[config.mk]
export PLATFORM = sky130hd
export DESIGN_NAME = btb_update_arbiter_flat
export DESIGN_NICKNAME = d
export VERILOG_FILES = /design/src/rtl/btb_update_arbiter_if.sv /design/src/rtl/btb_update_arbiter.sv /design/src/flat_wrapper.sv
export SDC_FILE = /design/constraint.sdc
export NUM_CORES = 1
export LEC_CHECK = 0
export ABC_AREA = 1
export CAP_MARGIN = 20
export CORE_ASPECT_RATIO = 1.75
export CORE_MARGIN = 2
export CORE_UTILIZATION = 50
export DETAILED_ROUTE_END_ITERATION = 12
export GPL_TIMING_DRIVEN = 1
export PLACE_DENSITY = 0.77
export SYNTH_ARGS = -nofsm -noshare
export SYNTH_HDL_FRONTEND = slang
export SYNTH_SLANG_ARGS = --single-unit
[constraint.sdc]
create_clock -name clock -period 7.78 [get_ports clock]
set_input_delay 1.167 -clock clock [delete_from_list [all_inputs] [get_ports clock]]
set_output_delay 1.167 -clock clock [all_outputs]
set_load 0.1 [all_outputs]
[src/rtl/btb_update_arbiter_if.sv]
// Bundle of branch-resolution lanes, BTB write-port signals and status outputs
// for btb_update_arbiter; master drives the lanes, slave is the arbiter.
`ifndef XLEN
`define XLEN 32
`endif

interface btb_update_arbiter_if #(
  parameter int NUM_REQ     = 2,
  parameter int QUEUE_DEPTH = 4,
  parameter int DROP_CNT_W  = 8
);
  localparam int CNT_W = $clog2(QUEUE_DEPTH + 1);

  logic [NUM_REQ-1:0]         req_valid;
  logic [NUM_REQ-1:0]         req_taken;
  logic [NUM_REQ*`XLEN-1:0]   req_PC;
  logic [NUM_REQ*`XLEN-1:0]   req_target_PC;
  logic                       squash;
  logic                       btb_wr_ready;
  logic                       req_ready;
  logic                       result_enable;
  logic                       result_taken;
  logic [`XLEN-1:0]           result_PC;
  logic [`XLEN-1:0]           result_target_PC;
  logic [CNT_W-1:0]           queue_count;
  logic [DROP_CNT_W-1:0]      drop_count;

  modport master (
    output req_valid, req_taken, req_PC, req_target_PC, squash, btb_wr_ready,
    input  req_ready, result_enable, result_taken, result_PC, result_target_PC,
           queue_count, drop_count
  );

  modport slave (
    input  req_valid, req_taken, req_PC, req_target_PC, squash, btb_wr_ready,
    output req_ready, result_enable, result_taken, result_PC, result_target_PC,
           queue_count, drop_count
  );
endinterface

[src/rtl/btb_update_arbiter.sv]
// Serializes taken-branch updates from several resolution lanes into the
// single BTB write port through an in-order FIFO with overflow drop counting.
`ifndef XLEN
`define XLEN 32
`endif

module btb_update_arbiter #(
  parameter int NUM_REQ     = 2,
  parameter int QUEUE_DEPTH = 4,
  parameter int DROP_CNT_W  = 8
) (
  input  logic                 clock,
  input  logic                 reset,
  btb_update_arbiter_if.slave  bus
);
  localparam int XL      = `XLEN;
  localparam int PTR_W   = (QUEUE_DEPTH > 1) ? $clog2(QUEUE_DEPTH) : 1;
  localparam int CNT_W   = $clog2(QUEUE_DEPTH + 1);
  localparam int SPACE_W = CNT_W + 1;
  localparam int DNUM_W  = $clog2(NUM_REQ + 1);

  logic [XL-1:0]          pc_mem  [QUEUE_DEPTH];
  logic [XL-1:0]          tgt_mem [QUEUE_DEPTH];
  logic [PTR_W-1:0]       head;
  logic [PTR_W-1:0]       tail;
  logic [CNT_W-1:0]       count;
  logic [DROP_CNT_W-1:0]  drops;

  logic [NUM_REQ-1:0]     cand;
  logic [NUM_REQ-1:0]     keep;
  logic [NUM_REQ-1:0]     wr_en;
  logic [PTR_W-1:0]       wr_idx [NUM_REQ];
  logic [SPACE_W-1:0]     space;
  logic [SPACE_W-1:0]     enq_num;
  logic [DNUM_W-1:0]      drop_num;
  logic [CNT_W-1:0]       count_nx;
  logic [DROP_CNT_W:0]    drop_sum;
  logic [DROP_CNT_W-1:0]  drops_nx;
  logic                   nonempty;
  logic                   pop;

  assign nonempty = (count != '0);
  assign pop      = nonempty && bus.btb_wr_ready && !bus.squash;
  assign space    = SPACE_W'(QUEUE_DEPTH) - SPACE_W'(count) + SPACE_W'(pop);

  // A younger lane with the same PC supersedes an older one in the same cycle.
  always_comb begin
    cand = bus.req_valid & bus.req_taken;
    keep = cand;
    for (int i = 0; i < NUM_REQ; i++) begin
      for (int j = i + 1; j < NUM_REQ; j++) begin
        if (cand[j] && (bus.req_PC[j*XL +: XL] == bus.req_PC[i*XL +: XL])) begin
          keep[i] = 1'b0;
        end
      end
    end
  end

  // NOTE: every variable gets a default before the loop so no latch is inferred,
  // and blocking assignments let enq_num accumulate lane by lane in one pass.
  always_comb begin
    enq_num  = '0;
    drop_num = '0;
    wr_en    = '0;
    for (int i = 0; i < NUM_REQ; i++) begin
      wr_idx[i] = tail;
      if (keep[i] && !bus.squash) begin
        if (enq_num < space) begin
          wr_en[i]  = 1'b1;
          wr_idx[i] = tail + enq_num[PTR_W-1:0];
          enq_num   = enq_num + SPACE_W'(1);
        end else begin
          drop_num  = drop_num + DNUM_W'(1);
        end
      end
    end
  end

  always_comb begin
    count_nx = CNT_W'(SPACE_W'(count) + enq_num - SPACE_W'(pop));
    drop_sum = {1'b0, drops} + (DROP_CNT_W + 1)'(drop_num);
    drops_nx = drop_sum[DROP_CNT_W] ? {DROP_CNT_W{1'b1}} : drop_sum[DROP_CNT_W-1:0];
  end

  // NOTE: state registers use non-blocking assignments so all flops update together.
  always_ff @(posedge clock) begin
    if (reset) begin
      head  <= '0;
      tail  <= '0;
      count <= '0;
      drops <= '0;
    end else if (bus.squash) begin
      head  <= '0;
      tail  <= '0;
      count <= '0;
    end else begin
      if (pop) head <= head + PTR_W'(1);
      tail  <= tail + enq_num[PTR_W-1:0];
      count <= count_nx;
      drops <= drops_nx;
    end
  end

  // NOTE: entry storage has no reset; count gates every read, so stale data is never visible.
  always_ff @(posedge clock) begin
    for (int i = 0; i < NUM_REQ; i++) begin
      if (wr_en[i]) begin
        pc_mem[wr_idx[i]]  <= bus.req_PC[i*XL +: XL];
        tgt_mem[wr_idx[i]] <= bus.req_target_PC[i*XL +: XL];
      end
    end
  end

  assign bus.result_enable    = pop;
  assign bus.result_taken     = pop;
  assign bus.result_PC        = nonempty ? pc_mem[head]  : '0;
  assign bus.result_target_PC = nonempty ? tgt_mem[head] : '0;
  assign bus.queue_count      = count;
  assign bus.drop_count       = drops;
  assign bus.req_ready        = (SPACE_W'(QUEUE_DEPTH) - SPACE_W'(count)) >= SPACE_W'(NUM_REQ);

endmodule

[src/flat_wrapper.sv]
// flat-port wrapper written by rule: the top's interface ports become plain ports
module btb_update_arbiter_flat 
#(
  parameter int NUM_REQ     = 2,
  parameter int QUEUE_DEPTH = 4,
  parameter int DROP_CNT_W  = 8
)
  (clock, reset, bus_req_valid, bus_req_taken, bus_req_PC, bus_req_target_PC, bus_squash, bus_btb_wr_ready, bus_req_ready, bus_result_enable, bus_result_taken, bus_result_PC, bus_result_target_PC, bus_queue_count, bus_drop_count);
  btb_update_arbiter_if #(.NUM_REQ(NUM_REQ), .QUEUE_DEPTH(QUEUE_DEPTH), .DROP_CNT_W(DROP_CNT_W)) bus_i ();
  input  logic clock;
  input  logic reset;
  input wire logic [$bits(bus_i.req_valid)-1:0] bus_req_valid;
  input wire logic [$bits(bus_i.req_taken)-1:0] bus_req_taken;
  input wire logic [$bits(bus_i.req_PC)-1:0] bus_req_PC;
  input wire logic [$bits(bus_i.req_target_PC)-1:0] bus_req_target_PC;
  input wire logic [$bits(bus_i.squash)-1:0] bus_squash;
  input wire logic [$bits(bus_i.btb_wr_ready)-1:0] bus_btb_wr_ready;
  output wire logic [$bits(bus_i.req_ready)-1:0] bus_req_ready;
  output wire logic [$bits(bus_i.result_enable)-1:0] bus_result_enable;
  output wire logic [$bits(bus_i.result_taken)-1:0] bus_result_taken;
  output wire logic [$bits(bus_i.result_PC)-1:0] bus_result_PC;
  output wire logic [$bits(bus_i.result_target_PC)-1:0] bus_result_target_PC;
  output wire logic [$bits(bus_i.queue_count)-1:0] bus_queue_count;
  output wire logic [$bits(bus_i.drop_count)-1:0] bus_drop_count;
  assign bus_i.req_valid = bus_req_valid;
  assign bus_i.req_taken = bus_req_taken;
  assign bus_i.req_PC = bus_req_PC;
  assign bus_i.req_target_PC = bus_req_target_PC;
  assign bus_i.squash = bus_squash;
  assign bus_i.btb_wr_ready = bus_btb_wr_ready;
  assign bus_req_ready = bus_i.req_ready;
  assign bus_result_enable = bus_i.result_enable;
  assign bus_result_taken = bus_i.result_taken;
  assign bus_result_PC = bus_i.result_PC;
  assign bus_result_target_PC = bus_i.result_target_PC;
  assign bus_queue_count = bus_i.queue_count;
  assign bus_drop_count = bus_i.drop_count;
  btb_update_arbiter #(.NUM_REQ(NUM_REQ), .QUEUE_DEPTH(QUEUE_DEPTH), .DROP_CNT_W(DROP_CNT_W)) u_core (.clock(clock), .reset(reset), .bus(bus_i));
endmodule
==> out/results.ini, run 1 <==
[route]
drtPass1Iterations = 6
drcViolationCount = 0
vias_per_cell = 5.91
vias = 14400
drt_iter0_drc = 1534
routed_wl_mm = 48.1
ant_nets = 0
wl_per_cell_um = 19.7

[layout]
n_fill_cell = 2633
multiInputGateArea_um2 = 6580
final_nets = 2174
area_delta_synth_final_pct = 19.0
drive_gt1_frac = 0.0485
final_cell_mix = 591 x nand2_1, 282 x nor2_1, 256 x edfxtp_1
mostFrequentLayoutCell = nand2_1
regArea_um2 = 8030

[global_routing]
grt_max_degree = 84
grt-busiest-layer = met2
met3_usage = 0.0363
grt_pass1_vias = 14300
grt_overflow_total = 0
grt_use_total = 0.294
grt_antenna_before_repair = 4
grt_pass1_wl_mm = 74.9
grt_util_met1 = 0.336
use_met2 = 0.520

[pwr]
power_leakage_nw = 7.46
power_frac_seq = 0.457
ir_worst_vdd_mv = 0.159
switching_share = 0.286
comb_power_share = 0.177
clkPwrFrac = 0.366
p_sw_mw = 1.04
power.density_nw_per_um2 = 197
p_int_mw = 2.61

[synth]
synthTopCellsByArea = edfxtp_1 49%, nand2_1 14%, nor2_1 6.8%
yosys.area.top_type = edfxtp_1
yosys_warnings = 0
syn_inst = 1907
synth_seq_cells = 273
postSynthAreaPerCell_um2 = 8.17
synth.distinct_cells = 37
synth_top_area_frac = 0.493
ys_seq_area_frac = 0.515
synth_nets = 2059
netlist_area_um2 = 15600

[floorplan]
die_area_um2 = 32600
ios = 214
initial_core_util = 0.507
die_w_um = 137
row_count = 85
die_h_um = 238
design.core.area_um2 = 30700

[clock_tree]
postCtsSetupRepairBufs = 0
clkTransAtPathRegs_ns = 0.07
worstSkewPairLatency_ns = 0.55
cts_buffers = 26
cts.sinks = 273
cts_resized = 0
cts_root_buf = clkbuf_16
cts.htree.levels = 1
clockBufferDepth = 3
cts_tree = yes
ctsHoldBuffers = 0

[timing]
max_freq_ghz = 0.183
relSlewSlack = 0.265
max_slew.worst_pin.slew_ns = 1.10
grt_setup_unrepaired = no
setup_viol = 0
clock_skew_ns = 0.00737
fin_crit_sh = 0.701
finalSetupTns_ns = 0
slew_viol_final = 0
hold_viol_final = 0
timing.hold.ws_ns = 0.517
finalWorstPathRequiredPeriod_ns = 5.45

[setup_path]
ff2ff_path_depth = 19
arrival_ns = 4.29
critical_path_class = reg2out
start_kind = flip-flop
critPathMaxFanout = 82
endpoint_kind = output pin
required_ns = 6.61

[worst_hold_path]
min_path_type = reg2reg
min_delay_path_depth = 2

[place]
hpwlAfterDp_mm = 27.9
gp_congestion = 0.861
io_buffers = 213

[status]
status = completed

[flow_run]
drv_cap = 0

## power by group through the flow
stage / clock network (mW) / logic (mW) / registers (mW)
final: 1.34 / 0.647 / 1.67
after global placement: 0 / 0.628 / 1.70
after CTS: 1.34 / 0.644 / 1.67
after global routing: 1.40 / 0.692 / 1.67
after detailed placement: 0 / 0.640 / 1.70
after floorplan: 0 / 0.404 / 1.71
## area by class of cell
class                           count  area share
Timing Repair Buffer              236       0.124
Tap cell                          391      0.0264
Sequential cell                   273       0.433
Antenna cell                        4    0.000540
Inverter                           64      0.0130
Clock inverter                     17      0.0101
Clock buffer                       31      0.0373
Multi-Input combinational cell   1421       0.355
## cells by family (layout without fill, tap and decap cells)
kind of cell               Yosys count  in the layout  synth area share
and+or+nand+nor                   1166           1166             0.320
DFF                                273            273             0.515
AOI/OAI and AO/OA                  219            219            0.0709
buffers and inverters              213            348            0.0689
xor gates and xnor gates            20             20            0.0112
adders and majority gates           16             16            0.0138
other                                0              4                 0
## worst max-delay path, stage by stage, from the launching register on
cell             delay [ns]
dfxtp_4                0.53
clkinv_2               0.51
buf_4                  0.75
o21ai_0                0.24
a21oi_1                0.44
clkdlybuf4s50_1        1.22
## synth_stat cells
cell type  count
nand2_1      592
nor2_1       282
edfxtp_1     256
nand3_1      141
o21ai_0      135
nand4_1      129
a21oi_1       72
buf_2         51
inv_1         49
clkbuf_1      47
buf_4         20
buf_6         18
dfxtp_1       17
ha_1          14
xnor2_1       14
buf_1         13
inv_2         11
o21ai_1        7
xor2_1         6
clkinv_1       4
nand2_2        4
nand3_2        3
nor3b_1        3
a31oi_1        2
fa_1           2
nand3b_1       2
nor2_4         2
nor3_1         2
a211oi_1       1
and3_1         1
nand3_4        1
nand4_4        1
nor2_2         1
nor3_2         1
o22ai_1        1
o31ai_1        1
or2_2          1
## final timing paths
check,startpoint,to,slack (ns)
worst min-delay path,u_core.bus.drop_count[0],u_core.bus.drop_count[0],0.52
worst max register to register,u_core.bus.queue_count[0],u_core.tgt_mem[0][4],2.66
worst min register to register,u_core.bus.drop_count[0],u_core.bus.drop_count[0],0.52
worst max-delay path,flip-flop,bus_result_PC[29],2.33
## sequential cells by signal, indices dropped and copies added (netlist names), named ones only
register and count:
u_core.pc_mem 128, u_core.head 2, u_core.tail 2, u_core.tgt_mem 128, u_core.bus.drop_count 8, u_core.bus.queue_count 3
## through the flow
stage	worst slack, ns	std cells	instance area [um2]	utilization	power [mW]
final	2.33	2437	18500	0.603	3.65
after global routing	2.11	2437	18500	0.603	3.76
after CTS	2.37	2433	18500	0.603	3.66
after detailed placement	1.93	2385	17700	0.574	2.34
after global placement	2.05	2385	17700	0.574	2.33
after floorplan	0.717	1907	15600	-	2.11
## routing by layer
layer  wire (um)  part of all wire
met4        2190             0.046
met2       25000              0.52
met1       16700              0.35
met3        4170             0.087
met5           0                 0
(Power assumes the default switching activity.)
==> inputs of run 2 (changes only) <==
==> constraint.sdc (replaced) <==
create_clock -name clock -period 4.5 [get_ports clock]
set_input_delay 0.675 -clock clock [delete_from_list [all_inputs] [get_ports clock]]
set_output_delay 0.675 -clock clock [all_outputs]
set_load 0.1 [all_outputs]
==> run 2 against run 1 <==
  * Routed wire length up 2.5%
  * Combinational power rose by 75%
  * Sequential power is 72% higher
  * Largest power group unchanged
  * Global-route usage up 0.69 points
  * Core utilization rose by 1.0 points
  * Register-to-register slack got worse by 2.1 ns
  * Critical path type is now reg2reg
  * First-iteration DRC count up 1.8%
  * Die area stayed put
  * Sequential share of layout area fell by 0.65 points
  * Design area up 1.7%
==> out/results.ini, run 2 (synthesis results as in run 1) <==
[pwr]
p_sw_mw = 1.80  ; +73%
power_frac_seq = 0.461  ; +0.004
clkPwrFrac = 0.358  ; -0.008
ir_worst_vdd_mv = 0.251  ; +58%
power.density_nw_per_um2 = 332  ; +69%
switching_share = 0.288  ; +0.00208
power_mw = 6.25  ; +71%
power_leakage_nw = 7.74  ; +3.9%
comb_power_share = 0.181  ; +0.004
p_int_mw = 4.45  ; +71%

[layout]
final_nets = 2194  ; +0.92%
final_cell_mix = 591 x nand2_1, 282 x nor2_1, 256 x edfxtp_1
area_delta_synth_final_pct = 20.9
mostFrequentLayoutCell = nand2_1
finalNonFillerCells = 2460  ; +0.94%
final_area_um2 = 18800  ; +1.7%
drive_gt1_frac = 0.0960  ; +0.0475

[global_routing]
grt_overflow_total = 0  ; unchanged
grt_antenna_before_repair = 8  ; +4
grt_use_total = 0.301  ; +0.00694
grt_pass1_wl_mm = 76.2  ; +1.7%
grt_pass1_vias = 14700  ; +2.7%
grt_max_degree = 85  ; +1.2%

[route]
drt_iter0_drc = 1562  ; +1.8%
drtPass1Iterations = 8  ; +2
wl_per_cell_um = 20.0  ; +1.5%
vias = 14700  ; +2.1%
ant_nets = 0  ; unchanged
routed_wl_mm = 49.3  ; +2.5%
vias_per_cell = 5.97  ; +1.1%
drcViolationCount = 0  ; unchanged

[clock_tree]
cts_tree = yes
clkTransAtPathRegs_ns = 0.07  ; about the same
cts_resized = 0  ; unchanged
cts.htree.levels = 1  ; unchanged
clockBufferDepth = 3  ; unchanged
postCtsSetupRepairBufs = 0  ; unchanged
cts_root_buf = clkbuf_16
cts_buffers = 26  ; unchanged
cts.sinks = 273  ; unchanged
ctsHoldBuffers = 0  ; unchanged
worstSkewPairLatency_ns = 0.55  ; about the same

[worst_hold_path]
holdCritStartpoint = u_core.bus.drop_count[7]
min_path_type = reg2reg
worstHoldEndpoint = u_core.bus.drop_count[6]
min_delay_path_depth = 2  ; unchanged

[setup_path]
crit_buf_inv = 4  ; +1
required_ns = 4.97  ; -1.64 ns
rrSetupSlack_ns = 0.59  ; -2.07 ns
critPathMaxFanout = 6  ; -93%
critical_path_class = reg2reg
ff2ff_path_depth = 25  ; +6
r2r-end = u_core.bus.drop_count[0]
critPathMaxStageDelay_ns = 0.38  ; -0.84 ns
cpMaxStageDelayCell = fa_1
start_kind = flip-flop
endpoint_kind = flip-flop
reg2reg_from = u_core.bus.queue_count[0]
cp_top_family = simple AND/OR/NAND/NOR gates
arrival_ns = 4.38  ; +0.09 ns

[status]
status = completed

[timing]
relSlewSlack = 0.290  ; +0.0246
hold_viol_final = 0  ; unchanged
finalSetupTns_ns = 0  ; unchanged
clock_skew_ns = 0.0111  ; +0.00370 ns
setup_viol = 0  ; unchanged
slew_viol_final = 0  ; unchanged
grt_setup_unrepaired = no
fin_crit_sh = 0.869
max_freq_ghz = 0.256
finalWorstPathRequiredPeriod_ns = 3.91
max_slew.worst_pin.slew_ns = 1.07  ; -0.0369 ns

[place]
dp_cells = 2405  ; +0.84%
hpwlAfterDp_mm = 28.6  ; +2.5%
gp_congestion = 0.870  ; +1.0%
placed_cell_area_um2 = 18000  ; +1.8%
io_buffers = 213  ; unchanged

[floorplan]
die_w_um = 137  ; unchanged
ios = 214  ; unchanged
die_area_um2 = 32600  ; unchanged
initial_core_util = 0.507  ; unchanged
row_count = 85  ; unchanged
design.core.area_um2 = 30700  ; unchanged
die_h_um = 238  ; unchanged

[flow_run]
drv_cap = 0  ; unchanged

## run 2: how the worst max path moves through the flow
stage	startpoint	to	slack, ns	depth (start not counted)
2_1_floorplan	u_core.bus.queue_count[0]	u_core.pc_mem[1][0]	-0.04	13
3_3_place_gp	bus_req_PC[27]	u_core.bus.drop_count[3]	0.21	23
3_5_place_dp	bus_squash	u_core.bus.drop_count[3]	0.06	23
4_1_cts	u_core.bus.queue_count[0]	u_core.bus.drop_count[3]	0.60	25
5_1_grt	u_core.bus.queue_count[0]	u_core.bus.drop_count[0]	0.32	25
6_report	u_core.bus.queue_count[0]	u_core.bus.drop_count[0]	0.59	25
## run 2: final cells by class
cell class,instances,area (um2)
Antenna cell,7,17.5
Clock buffer,29,683
Clock inverter,19,169
Fill cell,2578,11900
Inverter,64,250
Multi-Input combinational cell,1421,6650
Sequential cell,273,8040
Tap cell,391,489
Timing Repair Buffer,256,2540
## run 2: stage by stage
stage               hold WS (ns)   util  worst slack [ns]
global placement           0.504  0.585             0.214
finish                     0.537  0.613             0.587
detailed placement         0.516  0.585            0.0642
CTS                        0.533  0.613             0.598
floorplan                  0.518      -           -0.0373
global route               0.570  0.613             0.317
## run 2: metal layers
metal	wire length [um]	part of all wire	GRT usage	vias to the layer above
met4	2310	0.047	0.182	0
met3	4460	0.090	0.0452	153
met1	17300	0.35	0.350	6916
met2	25200	0.51	0.517	874
met5	0	0	0	-
li1	-	-	-	6746
## run 2: power by group through the flow
stage | combinational, mW | sequential [mW] | clock [mW]
6_report | 1.13 | 2.88 | 2.24
5_1_grt | 1.21 | 2.88 | 2.34
4_1_cts | 1.13 | 2.88 | 2.25
3_5_place_dp | 1.12 | 2.94 | 0
3_3_place_gp | 1.10 | 2.93 | 0
2_1_floorplan | 0.709 | 2.95 | 0
## run 2: worst reg2reg max path: stages (launching register included)
cell        delay [ns]
dfxtp_4           0.37
inv_4             0.07
ha_4              0.13
ha_4              0.12
nor2_1            0.03
nand2_1           0.10
clkinvlp_4        0.11
ha_4              0.18
ha_4              0.16
xnor2_2           0.12
nor3_2            0.31
nand2_2           0.12
nor2_1            0.16
ha_1              0.14
nand2_1           0.05
nand2_1           0.08
ha_1              0.15
inv_1             0.06
fa_1              0.38
inv_1             0.09
nand3_1           0.07
nor2_1            0.16
nand3_1           0.11
nor2_1            0.18
nand2_1           0.19
a31oi_1           0.19
==> inputs of run 3 (changes only) <==
--- a/config.mk
+++ b/config.mk
@@ -9,10 +9,10 @@
 export CAP_MARGIN = 20
 export CORE_ASPECT_RATIO = 1.75
 export CORE_MARGIN = 2
-export CORE_UTILIZATION = 50
+export CORE_UTILIZATION = 45
 export DETAILED_ROUTE_END_ITERATION = 12
 export GPL_TIMING_DRIVEN = 1
-export PLACE_DENSITY = 0.77
+export PLACE_DENSITY = 0.7
 export SYNTH_ARGS = -nofsm -noshare
 export SYNTH_HDL_FRONTEND = slang
 export SYNTH_SLANG_ARGS = --single-unit
==> run 3 against run 2 <==
  * Clock skew up 0.0070 ns
  * Worst hold slack worse by 0.0071 ns
  * Total power down 2.0%
  * Design area down 0.37%
  * Sequential power about the same
  * Sequential cell count unchanged
  * Critical path depth down 2
  * Global-route usage down 2.5 points
  * Sequential share of layout area up 0.17 points
  * Combinational power about the same
  * Critical path type is now in2reg
  * Highest routed layer is now met5
==> out/results.ini, run 3 (synthesis results as in run 1) <==
[status]
status = completed

[route]
wl_per_cell_um = 20.0  ; -0.16%
met1_length_mm = 18.4  ; +6.3%
vias_per_cell = 5.72  ; -4.2%
ant_nets = 0  ; unchanged
route.met3.wl_mm = 3.99  ; -11%
routed_wl_mm = 50.5  ; +2.5%
maxUsedRoutingLayer = met5
drt_iter0_drc = 1102  ; -29%
drtPass1Iterations = 6  ; -2
wl_met2_mm = 26.1  ; +3.4%
vias = 14400  ; -1.7%
drcViolationCount = 0  ; unchanged

[pwr]
ir_worst_vdd_mv = 0.264  ; +5.3%
power.density_nw_per_um2 = 326  ; -1.6%
power_leakage_nw = 7.68  ; -0.87%
power_mw = 6.13  ; -2.0%

[clock_tree]
cts.sinks = 273  ; unchanged
clockBufferDepth = 3  ; unchanged
clkTransAtPathRegs_ns = 0.07  ; about the same
postCtsSetupRepairBufs = 0  ; unchanged
cts_tree = yes
worstSkewPairLatency_ns = 0.55  ; about the same
cts.htree.levels = 1  ; unchanged
ctsHoldBuffers = 0  ; unchanged
cts_buffers = 26  ; unchanged
cts_root_buf = clkbuf_16
cts_resized = 0  ; unchanged

[floorplan]
design.core.area_um2 = 34300  ; +12%
ios = 214  ; unchanged
row_count = 90  ; +5.9%
die_h_um = 250  ; +5.3%
die_area_um2 = 36200  ; +11%
initial_core_util = 0.454  ; -0.0533
die_w_um = 145  ; +5.2%

[timing]
timing.hold.ws_ns = 0.530  ; -0.00715 ns
slew_viol_final = 0  ; unchanged
finalWorstPathRequiredPeriod_ns = 3.79  ; -0.125 ns
max_slew.worst_pin.slew_ns = 1.00  ; -0.0632 ns
max_freq_ghz = 0.264  ; +3.3%
setup_viol = 0  ; unchanged
clock_skew_ns = 0.0181  ; +0.00701 ns
grt_setup_unrepaired = no
fin_crit_sh = 0.842  ; -0.0278
relSlewSlack = 0.332  ; +0.0422
finalSetupTns_ns = 0  ; unchanged
hold_viol_final = 0  ; unchanged

[place]
hpwlAfterDp_mm = 29.4  ; +2.9%
io_buffers = 213  ; unchanged
gp_congestion = 0.822  ; -5.4%
placed_cell_area_um2 = 18000  ; about the same

[setup_path]
rrSetupSlack_ns = 0.73  ; +0.14 ns
ff2ff_path_depth = 26  ; +4.0%
start_kind = primary input
critical_path_class = in2reg
required_ns = 4.97  ; about the same
r2r-end = u_core.bus.drop_count[5]
endpoint_kind = flip-flop
arrival_ns = 4.26  ; -0.12 ns
critPathMaxFanout = 6  ; unchanged
reg2reg_from = u_core.bus.queue_count[0]

[worst_hold_path]
holdCritStartpoint = u_core.bus.drop_count[0]
min_delay_path_depth = 2  ; unchanged
min_path_type = reg2reg
worstHoldEndpoint = u_core.bus.drop_count[0]

[layout]
final_area_um2 = 18800  ; -0.37%
final_util = 0.547  ; -0.0664
area_delta_synth_final_pct = 20.5
final_cell_mix = 591 x nand2_1, 282 x nor2_1, 256 x edfxtp_1
mostFrequentLayoutCell = nand2_1
n_fill_cell = 3122  ; +21%
final_nets = 2196  ; +0.091%
drive_gt1_frac = 0.0951  ; -0.000924

[global_routing]
grt_max_degree = 83  ; -2.4%
grt_pass1_vias = 14300  ; -2.9%
grt_pass1_wl_mm = 77.2  ; +1.3%
grt_use_total = 0.276  ; -0.0254
grt_antenna_before_repair = 7  ; -1
grt_overflow_total = 0  ; unchanged

[flow_run]
drv_cap = 0  ; unchanged

==> run 3: cell types whose count changed in the layout (fill, tap and decap cells not counted), moves of 2 or more <==
cell       previous run  this run
buf_4                89        99
buf_12               20        12
clkinv_2              9         6
diode_2               7         4
bufinv_16             3         1
==> run 3: per-layer routing <==
metal,track usage,vias up
met5,0,-
met4,0.141,2
met3,0.0390,132
met2,0.484,716
met1,0.324,6855
li1,-,6737
==> run 3: layout make-up <==
| class | instances | area [um2] | share of cell area |
|---|---|---|---|
| antenna | 4 | 10.0 | 0.000533 |
| tap | 460 | 576 | 0.0307 |
| inverter | 64 | 251 | 0.0134 |
| timing repair buffer | 258 | 2450 | 0.131 |
| sequential | 273 | 8050 | 0.429 |
| clock inverter | 16 | 103 | 0.00546 |
| multi-input combinational | 1421 | 6650 | 0.354 |
| clock buffer | 29 | 683 | 0.0364 |
==> run 3: worst max-delay path by stage <==
stage,from,endpoint,depth (start not counted)
2_1_floorplan,u_core.bus.queue_count[0],u_core.pc_mem[1][0],13
3_3_place_gp,bus_req_PC[61],u_core.bus.drop_count[3],23
3_5_place_dp,bus_req_PC[61],u_core.bus.drop_count[5],23
4_1_cts,bus_req_PC[61],u_core.bus.drop_count[5],23
5_1_grt,bus_req_PC[61],u_core.bus.drop_count[5],23
6_report,bus_req_PC[61],u_core.bus.drop_count[5],23
==> run 3: stage by stage <==
stage,instances,worst slack [ns]
global route,2525,0.337
finish,2525,0.712
detailed placement,2476,0.160
CTS,2521,0.705
floorplan,1907,-0.0373
global placement,2476,0.170
==> run 3: critical path, stage by stage <==
cell and delay (ns):
clkdlybuf4s50_1 0.58, inv_1 0.11, nand2_1 0.09, o21ai_0 0.09, nor2_1 0.20, nand2_1 0.09
nor2_2 0.16, nand3_2 0.17, nand3_2 0.10, nand2_1 0.07, ha_1 0.27, nand2_1 0.05
nand2_1 0.07, ha_1 0.15, inv_1 0.05, fa_1 0.38, inv_1 0.08, nand3_1 0.06
nor2_1 0.15, nand3_1 0.11, nor2_1 0.17, nand2_1 0.18, a21oi_1 0.19
==> run 3: where the power goes <==
part           leakage, nW  total (mW)  internal [mW]  switching (mW)
logic                 4.82        1.13          0.328           0.802
clock network        0.388        2.12           1.14           0.976
registers             2.47        2.88           2.86          0.0209
total                 7.68        6.13           4.33            1.80
